**config.mk**
```make
export PLATFORM = sky130hd
export DESIGN_NAME = dodger_datapath
export DESIGN_NICKNAME = d
export VERILOG_FILES = /design/src/rtl/dodger_datapath.sv
export SDC_FILE = /design/constraint.sdc
export NUM_CORES = 1
export LEC_CHECK = 0
export BUFFER_PORTS_ARGS = -buffer_cell sky130_fd_sc_hd__buf_2
export CORE_UTILIZATION = 31
export DETAILED_ROUTE_END_ITERATION = 6
export GPL_TIMING_DRIVEN = 1
export REMOVE_ABC_BUFFERS = 1
export SLEW_MARGIN = 20
export SYNTH_ARGS = -nofsm -noshare
export SYNTH_HDL_FRONTEND = slang
export SYNTH_SLANG_ARGS = --single-unit
export TNS_END_PERCENT = 10
```
**constraint.sdc**
```tcl
create_clock -name clock -period 3.18 [get_ports clock]
set_clock_uncertainty 0.1 [all_clocks]
set_input_delay 0.636 -clock clock [delete_from_list [all_inputs] [get_ports clock]]
set_output_delay 0.636 -clock clock [all_outputs]
set_load 0.02 [all_outputs]
```
**src/rtl/dodger_datapath.sv**
```systemverilog
// dodger_datapath: moves the player square, plots it on the VGA pixel port and reports collision/end.
// Define OBSTACLE_PLOT_EN to paint the obstacle rectangle after leaving IDLE.
module dodger_datapath #(
  parameter int SIZE = 4,
  parameter int START_X = 0,
  parameter int START_Y = 56,
  parameter int END_X = 156,
  parameter int OBST_X0 = 80,
  parameter int OBST_X1 = 83,
  parameter int OBST_Y0 = 40,
  parameter int OBST_Y1 = 79,
  parameter int TICK_CYCLES = 833333,
  parameter logic [2:0] OBJ_COLOUR = 3'b111
) (
  input  logic       clock,
  input  logic       reset,
  input  logic       writeEnable,
  input  logic       draw,
  input  logic       setoff,
  input  logic       move_up,
  input  logic       move_down,
  output logic [7:0] x,
  output logic [6:0] y,
  output logic [2:0] colour,
  output logic       plot,
  output logic       finish
);
  localparam int DW = $clog2(SIZE);
  localparam int TW = $clog2(TICK_CYCLES + 1);
  localparam logic [TW-1:0] TICK_LAST = TW'(TICK_CYCLES - 1);
  typedef enum logic [3:0] {
    IDLE,
`ifdef OBSTACLE_PLOT_EN
    OBST_DRAW,
`endif
    INIT_DRAW, HOLD, WAIT, ERASE, UPDATE, DRAW, DONE
  } state_t;
  state_t state, nxt;
  logic [2*DW-1:0] k;
  logic [DW-1:0] dx, dy;
  logic [7:0] pos_x, new_x;
  logic [6:0] pos_y, new_y;
  logic [TW-1:0] tick;
  logic stop, sq, paint, k_last, hit, at_end;
  assign {dy, dx} = k;
  assign k_last = &k;
  assign sq = state inside {INIT_DRAW, ERASE, DRAW};
  assign paint = state inside {INIT_DRAW, DRAW};
  assign finish = state == DONE;
  assign new_x = pos_x + 8'd1;
  assign new_y = (move_up && !move_down && pos_y != 7'd0) ? pos_y - 7'd1 :
                 (move_down && !move_up && pos_y < 7'(120 - SIZE)) ? pos_y + 7'd1 : pos_y;
  // 9-bit sums keep the far edge of the square from wrapping
  assign hit = ({1'b0, new_x} + 9'(SIZE - 1) >= 9'(OBST_X0)) && (new_x <= 8'(OBST_X1)) &&
               ({2'b0, new_y} + 9'(SIZE - 1) >= 9'(OBST_Y0)) && (new_y <= 7'(OBST_Y1));
  assign at_end = new_x >= 8'(END_X);
`ifdef OBSTACLE_PLOT_EN
  logic [7:0] ox;
  logic [6:0] oy;
  logic obst;
  assign obst = state == OBST_DRAW;
  assign plot = (sq || obst) && writeEnable && draw;
  assign x = sq ? pos_x + 8'(dx) : obst ? ox : 8'd0;
  assign y = sq ? pos_y + 7'(dy) : obst ? oy : 7'd0;
  assign colour = paint ? OBJ_COLOUR : obst ? 3'b100 : 3'b000;
`else
  assign plot = sq && writeEnable && draw;
  assign x = sq ? pos_x + 8'(dx) : 8'd0;
  assign y = sq ? pos_y + 7'(dy) : 7'd0;
  assign colour = paint ? OBJ_COLOUR : 3'b000;
`endif
  always_comb begin
    nxt = state;
    case (state)
`ifdef OBSTACLE_PLOT_EN
      IDLE:      nxt = draw ? OBST_DRAW : IDLE;
      OBST_DRAW: nxt = (draw && ox == 8'(OBST_X1) && oy == 7'(OBST_Y1)) ? INIT_DRAW : OBST_DRAW;
`else
      IDLE:      nxt = draw ? INIT_DRAW : IDLE;
`endif
      INIT_DRAW: nxt = (draw && k_last) ? HOLD : INIT_DRAW;
      HOLD:      nxt = setoff ? WAIT : HOLD;
      WAIT:      nxt = !setoff ? HOLD : (tick == TICK_LAST) ? ERASE : WAIT;
      ERASE:     nxt = (draw && k_last) ? UPDATE : ERASE;
      UPDATE:    nxt = DRAW;
      DRAW:      nxt = (draw && k_last) ? (stop ? DONE : WAIT) : DRAW;
      default:   nxt = state;
    endcase
  end
  always_ff @(posedge clock or posedge reset) begin
    if (reset) begin
      state <= IDLE;
      pos_x <= 8'(START_X);
      pos_y <= 7'(START_Y);
      k <= '0;
      tick <= '0;
      stop <= 1'b0;
`ifdef OBSTACLE_PLOT_EN
      ox <= 8'(OBST_X0);
      oy <= 7'(OBST_Y0);
`endif
    end else begin
      state <= nxt;
      if (sq && draw) k <= k + 1'b1;
      tick <= (state == WAIT && setoff && tick != TICK_LAST) ? tick + 1'b1 : '0;
      if (state == UPDATE) begin
        pos_x <= new_x;
        pos_y <= new_y;
        stop <= hit || at_end;
      end
`ifdef OBSTACLE_PLOT_EN
      if (obst && draw) begin
        ox <= (ox == 8'(OBST_X1)) ? 8'(OBST_X0) : ox + 8'd1;
        if (ox == 8'(OBST_X1)) oy <= (oy == 7'(OBST_Y1)) ? 7'(OBST_Y0) : oy + 7'd1;
      end
`endif
    end
  end
endmodule

```
Word-level counts from Yosys, hierarchy flattened
Index checks and enable logic that the tools add are counted.
{ "word_totals": {"regBits": 44, "input_bits": 7, "out_inout_bits": 20, "word_cells": 67} }
{ "classes": {"addsub": 9, "n_lt_le_gt_ge": 6, "n_eq_ne": 9, "mux": 15, "n_reduce_logical": 22} }
{ "op_table": {"columns": ["op", "count"], "rows": [
  ["$pmux W4 S7", 1],
  ["$mux W7", 3],
  ["$add A20 B1 Y20 const B", 1],
  ["$eq A20 B20 Y1 const B", 1],
  ["$mux W20", 1],
  ["$ne A20 B20 Y1 const B", 1],
  ["$eq A4 B3 Y1 const B", 4],
  ["$mux W3", 5],
  ["$reduce_bool A7 Y1", 2],
  ["$logic_and A1 B1 Y1", 13],
  ["$add A8 B2 Y9 const B", 1],
  ["$ge A9 B7 Y1 const B", 1],
  ["$add A7 B2 Y8 const B", 1],
  ["$add A8 B1 Y8 const B", 1],
  ["$add A8 B2 Y8", 1],
  ["$eq A4 B2 Y1 const B", 2],
  ["$ge A8 B6 Y1 const B", 1],
  ["$ge A8 B8 Y1 const B", 1],
  ["$le A8 B7 Y1 const B", 1],
  ["$mux W8", 1],
  ["$add A7 B1 Y7 const B", 1],
  ["$add A7 B2 Y7", 1],
  ["$le A7 B7 Y1 const B", 1],
  ["$lt A7 B7 Y1 const B", 1],
  ["11 further kinds", 14]
]} }

Logic depth before layout (Yosys ltp)
Gate-level depths: netlist (run 1).
{ "depth": {"word_depth": 10, "depth_mapped": 9, "ltp_nobuf": 8} }

Worst setup path after synthesis (run 1)
Ideal clock, no wire load.
{ "synth_path": {"path_type": "register -> output", "start": "reg pos_y[0]", "end": "out y[6]", "arrival_time_ns": 1.610, "required_ns": 2.444, "setup_slack_ns": 0.834, "path_stages_with_launch": 7, "n_path_buf": 0, "cell_sequence": "dfrtp_1 ha_1 fa_1 nand3_1 nor2_1 xnor2_1 nor2_1"} }
{ "synth_via": {"elab_chain_len": 2} }
{ "synth_lines": {"columns": ["item", "line", "text"], "rows": [
  ["start: declaration", "42", "logic [6:0] pos_y, new_y;"],
  ["start signal: assignment", "94", "pos_y <= 7'(START_Y);"],
  ["start signal: assignment", "108", "pos_y <= new_y;"],
  ["$add A7 B2 Y7", "69", "assign y = sq ? pos_y + 7'(dy) : 7'd0;"],
  ["$mux W7", "69", null],
  ["end: declaration", "23", "output logic [6:0] y,"]
]} }
Every way passes these cells.

Worst setup path in the final report (run 1)
Same ends and word-level chain as after synthesis.

==> flow_metrics.tcl, run 1 <==
set metrics [dict create \
    status "complete, no violations" \
    diodes 0 \
    rrSetupSlack_ns 0.70 \
    start_util_pct 32.0 \
    grt_max_degree 44 \
    core_area_um2 9770 \
    clockBufferDepth 2 \
    setup_violations 0 \
    final_cells 504 \
    maxSlewViolCount 0 \
    synth_area_leaders "dfrtp_1 32%, xor2_1 7.0%, nor2_1 6.2%" \
    area_growth_pct 10.3 \
    crit_type "flop to output port" \
    fin_total_pwr_mw 1.50 \
    crit_top_cell "nor2_1" \
    peakVddDrop_v 0.000170 \
    final_hold_viol_count 0 \
    ys_seq_area_share_pct 34.5 \
    timing.final.ws_setup_ns 0.434 \
    reg2reg_from "pos_x[1]$_DFFE_PP0P_" \
    min_path_type "input pin to asynchronous set/reset pin" \
    grt_overflow 0 \
    crit_chain "ha_1, fa_1, nand3_1, nor2_1, xnor2_1, nor2_1, buf_2" \
    viasPerCell 5.01 \
    layout-drive-gt1-share_pct 14.3 \
    dp_hpwl_mm 4.71 \
    regToRegEndpoint "stop$_DFFE_PP0P_" \
    maxCapViolCount 0 \
    crit_start "pos_y[0]$_DFFE_PP0P_" \
    grt_setup_unrepaired "no" \
    seqPwrFrac_pct 42.3 \
    synth_top_area_share_pct 32.0 \
    post_drt_wl_per_cell_um 12.5 \
    place_inst 496 \
    portBuffers 26 \
    period_needed_ns 2.75 \
    switching_share_pct 33.4 \
    drt-initial-drc-count 104 \
    layout.nets 391 \
    fin_hold_ws_ns 0.369 \
    cts.repair.resized 0 \
    drtPass1Iterations 4 \
    die_y_um 102 \
    place_ws_ns 0.740 \
    cts_tree "yes" \
    antenna_found_initial 0 \
    cts_buffers 5 \
    ys.warnings.count 0 \
    period_share_pct 86.4 \
    power_switching_mw 0.502 \
    grt_usage_pct 13.0 \
    grt_pass1_vias 2390 \
    grt_pass1_wl_mm 10.9 \
    drc 0 \
    powerDensity_nw_per_um2 436 \
    ctsHoldBuffers 0 \
    avgSynthCellArea_um2 8.83 \
    cts.sinks 43 \
    p_leak_nw 1.39 \
    cts_max_level 2 \
    die_w_um 102 \
    yosysUniqueCellTypes 62 \
    synthFlopType "dfrtp_1" \
    start_kind "flop" \
    maxSlewHeadroom_pct 51.3 \
    synthArstFlopShare_pct 100 \
    cp_slowest_cell "dfrtp_1" \
    pin_count 27 \
    required_ns 2.44 \
    path_max_fanout 7 \
    clkPwrFrac_pct 29.2 \
    crit_arrival_ns 2.01 \
    synth-seq-cells 43 \
    end_kind "output port" \
    synth_area_um2 3130 \
    synth_top_area_cell "dfrtp_1" \
    combinationalPowerShare_pct 28.5 \
    fin_tns_setup_ns 0 \
    clockRootBuffer "clkbuf_8" \
    cp_slowest_stage_delay_ns 0.47 \
    die_area_um2 10500 \
    worstSetupEndpoint "y[6]" \
    wl_mm 6.33 \
    clkLatencyLatePin_ns 0.29 \
    clk_pin_slew_ns 0.09 \
    synth_edf_count 0 \
    clock.fmax_ghz 0.364 \
    vias 2524 \
    rows 36 \
    p_int_mw 1.00 \
    post-cts-setup-buffers 0 \
    netlist_instances 354 \
    reg2reg_depth 7 \
    tightestPinTransition_ns 0.730 \
    postRouteAntennaNets 0 \
    gp_congestion 0.821 \
]
[registers in the layout (all words and copies together) (netlist names)]
name / flops
tick: 20
pos_x: 8
pos_y: 7
k: 4
state: 3
stop: 1
[cell families after synthesis]
family,after synthesis,share of synthesized area (%)
multiplexers,3,1.04
AND/OR/NAND/NOR,152,25.4
buffers and inverters,39,6.08
XOR/XNOR,47,13.2
AO/OA/AOI/OAI,56,13.7
flip-flops,43,34.5
adder cells (fa/ha/maj),14,6.08
[layer usage]
| layer | GRT usage [%] | up-vias | part of all wire (%) |
|---|---|---|---|
| met1 | 16.6 | 1218 | 46 |
| met2 | 22.3 | 39 | 49 |
| met5 | 0 | - | 0 |
| li1 | - | 1262 | - |
| met4 | 4.18 | 0 | 0.79 |
| met3 | 2.33 | 5 | 3.8 |
[cell type report]
cell class / count / area [um2]
clock buffers: 6 / 82.6
clock inverters: 2 / 35.0
fillers: 1012 / 6330
inverters: 18 / 67.6
multi-input cells: 272 / 1860
flip-flops and latches: 43 / 1080
well taps: 133 / 166
repair buffers: 30 / 160
[how the worst min path moves through the flow]
stage                      startpoint              endpoint  slack [ns]  cells past startpoint
CTS                             reset  pos_x[1]$_DFFE_PP0P_        0.39                      3
global route        tick[0]$_DFF_PP0_     tick[0]$_DFF_PP0_        0.40                      1
detailed placement  tick[0]$_DFF_PP0_     tick[0]$_DFF_PP0_        0.37                      1
finish                          reset  pos_x[1]$_DFFE_PP0P_        0.37                      3
floorplan           tick[0]$_DFF_PP0_     tick[0]$_DFF_PP0_        0.35                      1
global placement    tick[0]$_DFF_PP0_     tick[0]$_DFF_PP0_        0.36                      1
[synthesized netlist by cell type, types with 4 or more instances]
| cell type | instances |
|---|---|
| a21oi_1 | 8 |
| and3_1 | 6 |
| buf_2 | 8 |
| clkbuf_1 | 5 |
| dfrtp_1 | 40 |
| ha_1 | 12 |
| inv_1 | 18 |
| nand2_1 | 18 |
| nand2b_1 | 4 |
| nand3_1 | 19 |
| nand4_1 | 9 |
| nor2_1 | 52 |
| nor2b_1 | 7 |
| nor3_1 | 10 |
| nor4_1 | 7 |
| o21a_1 | 5 |
| o21ai_0 | 9 |
| o22ai_1 | 4 |
| xnor2_1 | 22 |
| xor2_1 | 25 |
[power groups by stage]
stage | Combinational [mW] | Clock, mW | Sequential, mW
floorplan | 0.297 | 0 | 0.632
global placement | 0.433 | 0 | 0.648
detailed placement | 0.440 | 0 | 0.648
CTS | 0.443 | 0.458 | 0.638
global route | 0.488 | 0.489 | 0.644
finish | 0.428 | 0.439 | 0.635
[critical path, delay by kind of cell, from the launching register on]
family	cells	cell delay, ns
xor gates and xnor gates	1	0.12
DFF	1	0.47
adders and majority gates	2	0.66
and+or+nand+nor	3	0.31
buffers and inverters	1	0.16
[cells in the final DEF (no fill, tap or decap), types with 9 or more instances in the layout]
master	Yosys	layout
nand2_1	18	18
ha_1	12	12
nor3_1	10	10
buf_2	8	26
nand3_1	19	19
inv_1	18	18
xnor2_1	22	22
nor2_1	52	52
dfrtp_1	40	40
o21ai_0	9	9
nand4_1	9	9
xor2_1	25	25
[through the flow]
| stage | util [%] | instance area, um2 |
|---|---|---|
| after floorplan | - | 3000 |
| after global placement | 34.1 | 3330 |
| after detailed placement | 34.1 | 3330 |
| after CTS | 35.3 | 3450 |
| after global routing | 35.3 | 3450 |
| final | 35.3 | 3450 |
No activity file was read; power rests on OpenSTA's default activity.
==> run 2: changes to the inputs <==
clock period = 3.6 ns   (was 3.18 ns; I/O delays follow)
==> flow_metrics.tcl, run 2 (synthesized netlist as in run 1, its figures left out) <==
set metrics [dict create \
    layout_common_cells "52 x nor2_1, 40 x dfrtp_1, 26 x buf_2, 25 x xor2_1, 22 x xnor2_1" \
    powerDensity_nw_per_um2 367 \
    min_path_type "input pin to asynchronous set/reset pin" \
    switching_share_pct 36.5 \
    portBuffers 26 \
    fin_util_pct 34.8 \
    area_growth_pct 8.97 \
    die_y_um 102 \
    status "complete, no violations" \
    layout_commonest_cell "nor2_1" \
    clockBufferDepth 2 \
    drt-initial-drc-count 113 \
    clkLatencyLatePin_ns 0.29 \
    clock.fmax_ghz 0.355 \
    crit_start "pos_y[0]$_DFFE_PP0P_" \
    cp.buffers_inverters 1 \
    vias 2498 \
    clk_pin_slew_ns 0.08 \
    layout.nets 390 \
    setup_violations 0 \
    top_regs "tick (20), pos_x (8), pos_y (7)" \
    core_area_um2 9770 \
    period_needed_ns 2.82 \
    diodes 0 \
    cts_tree "yes" \
    largest-register "tick" \
    rows 36 \
    combinationalPowerShare_pct 30.6 \
    grt_usage_pct 13.0 \
    crit_type "flop to output port" \
    pin_count 27 \
    drtPass1Iterations 4 \
    reg2reg_from "pos_x[1]$_DFFE_PP0P_" \
    grt_pass1_wl_mm 10.7 \
    p_leak_nw 1.37 \
    crit_arrival_ns 2.00 \
    cp_slowest_cell "dfrtp_1" \
    die_w_um 102 \
    crit_top_cell "nor2_1" \
    viasPerCell 4.97 \
    required_ns 2.78 \
    post_drt_wl_per_cell_um 12.6 \
    postRouteAntennaNets 0 \
    cts.sinks 43 \
    peakVddDrop_v 0.000160 \
    crit_chain "ha_1, fa_1, nand3_1, nor2_1, xnor2_1, nor2_1, buf_2" \
    start_util_pct 32.0 \
    maxSlewViolCount 0 \
    period_share_pct 78.2 \
    antenna_found_initial 0 \
    grt_pass1_vias 2273 \
    final_hold_viol_count 0 \
    layout-drive-gt1-share_pct 14.3 \
    start_kind "flop" \
    wl_mm 6.36 \
    maxSlewHeadroom_pct 48.5 \
    power_switching_mw 0.456 \
    post-cts-setup-buffers 0 \
    cts_max_level 2 \
    cp_slowest_stage_delay_ns 0.46 \
    clockRootBuffer "clkbuf_8" \
    seqPwrFrac_pct 45.1 \
    die_area_um2 10500 \
    grt_overflow 0 \
    dp_hpwl_mm 4.69 \
    ctsHoldBuffers 0 \
    end_kind "output port" \
    path_max_fanout 7 \
    maxCapViolCount 0 \
    grt_max_degree 27 \
    cts.repair.resized 0 \
    largest_reg_flops 20 \
    tightestPinTransition_ns 0.769 \
    grt_setup_unrepaired "no" \
    cts_buffers 5 \
    p_int_mw 0.793 \
    gp_congestion 0.793 \
    fin_tns_setup_ns 0 \
    clkPwrFrac_pct 24.4 \
    crit_family "adder cells" \
    drc 0 \
]
-- run 2: per-layer routing --
layer | global-route usage, % | part of all wire (%) | routed length [um]
met1 | 16.8 | 48 | 3070
met3 | 2.12 | 2.7 | 169
met4 | 3.85 | 0.91 | 58
met5 | 0 | 0 | 0
met2 | 22.1 | 48 | 3070
-- run 2: final cells by class --
| class | count | area, um2 |
|---|---|---|
| Clock inverter | 3 | 15.0 |
| Tap cell | 133 | 166 |
| Timing Repair Buffer | 29 | 153 |
| Sequential cell | 43 | 1080 |
| Fill cell | 1043 | 6370 |
| Multi-Input combinational cell | 272 | 1860 |
| Clock buffer | 5 | 68.8 |
| Inverter | 18 | 67.6 |
-- run 2: worst paths after layout --
check | depth (start not counted) | slack, ns | to
max in group asynchronous | 3 | 2.48 | tick[18]$_DFF_PP0_
hold reg to reg | 1 | 0.38 | tick[0]$_DFF_PP0_
hold / removal | 2 | 0.37 | pos_x[3]$_DFFE_PP0P_
setup / recovery | 7 | 0.78 | y[6]
min in group clock | 1 | 0.38 | tick[0]$_DFF_PP0_
setup reg to reg | 7 | 1.11 | stop$_DFFE_PP0P_
-- run 2: stage by stage --
stage          power, mW  hold WS (ns)  worst slack [ns]  cell area (um2)  cells
6_report            1.25         0.369             0.785             3410    503
4_1_cts             1.27         0.381             0.774             3410    503
3_5_place_dp       0.966         0.369              1.11             3320    495
5_1_grt             1.34         0.407             0.650             3410    503
3_3_place_gp       0.963         0.367              1.11             3320    495
2_1_floorplan      0.821         0.347              1.17             3000    333
-- run 2: power by group through the flow --
stage	combinational (mW)	sequential, mW	clock [mW]
after floorplan	0.263	0.558	0
after global placement	0.391	0.572	0
after detailed placement	0.393	0.573	0
after CTS	0.394	0.564	0.317
after global routing	0.434	0.570	0.337
final	0.382	0.563	0.304
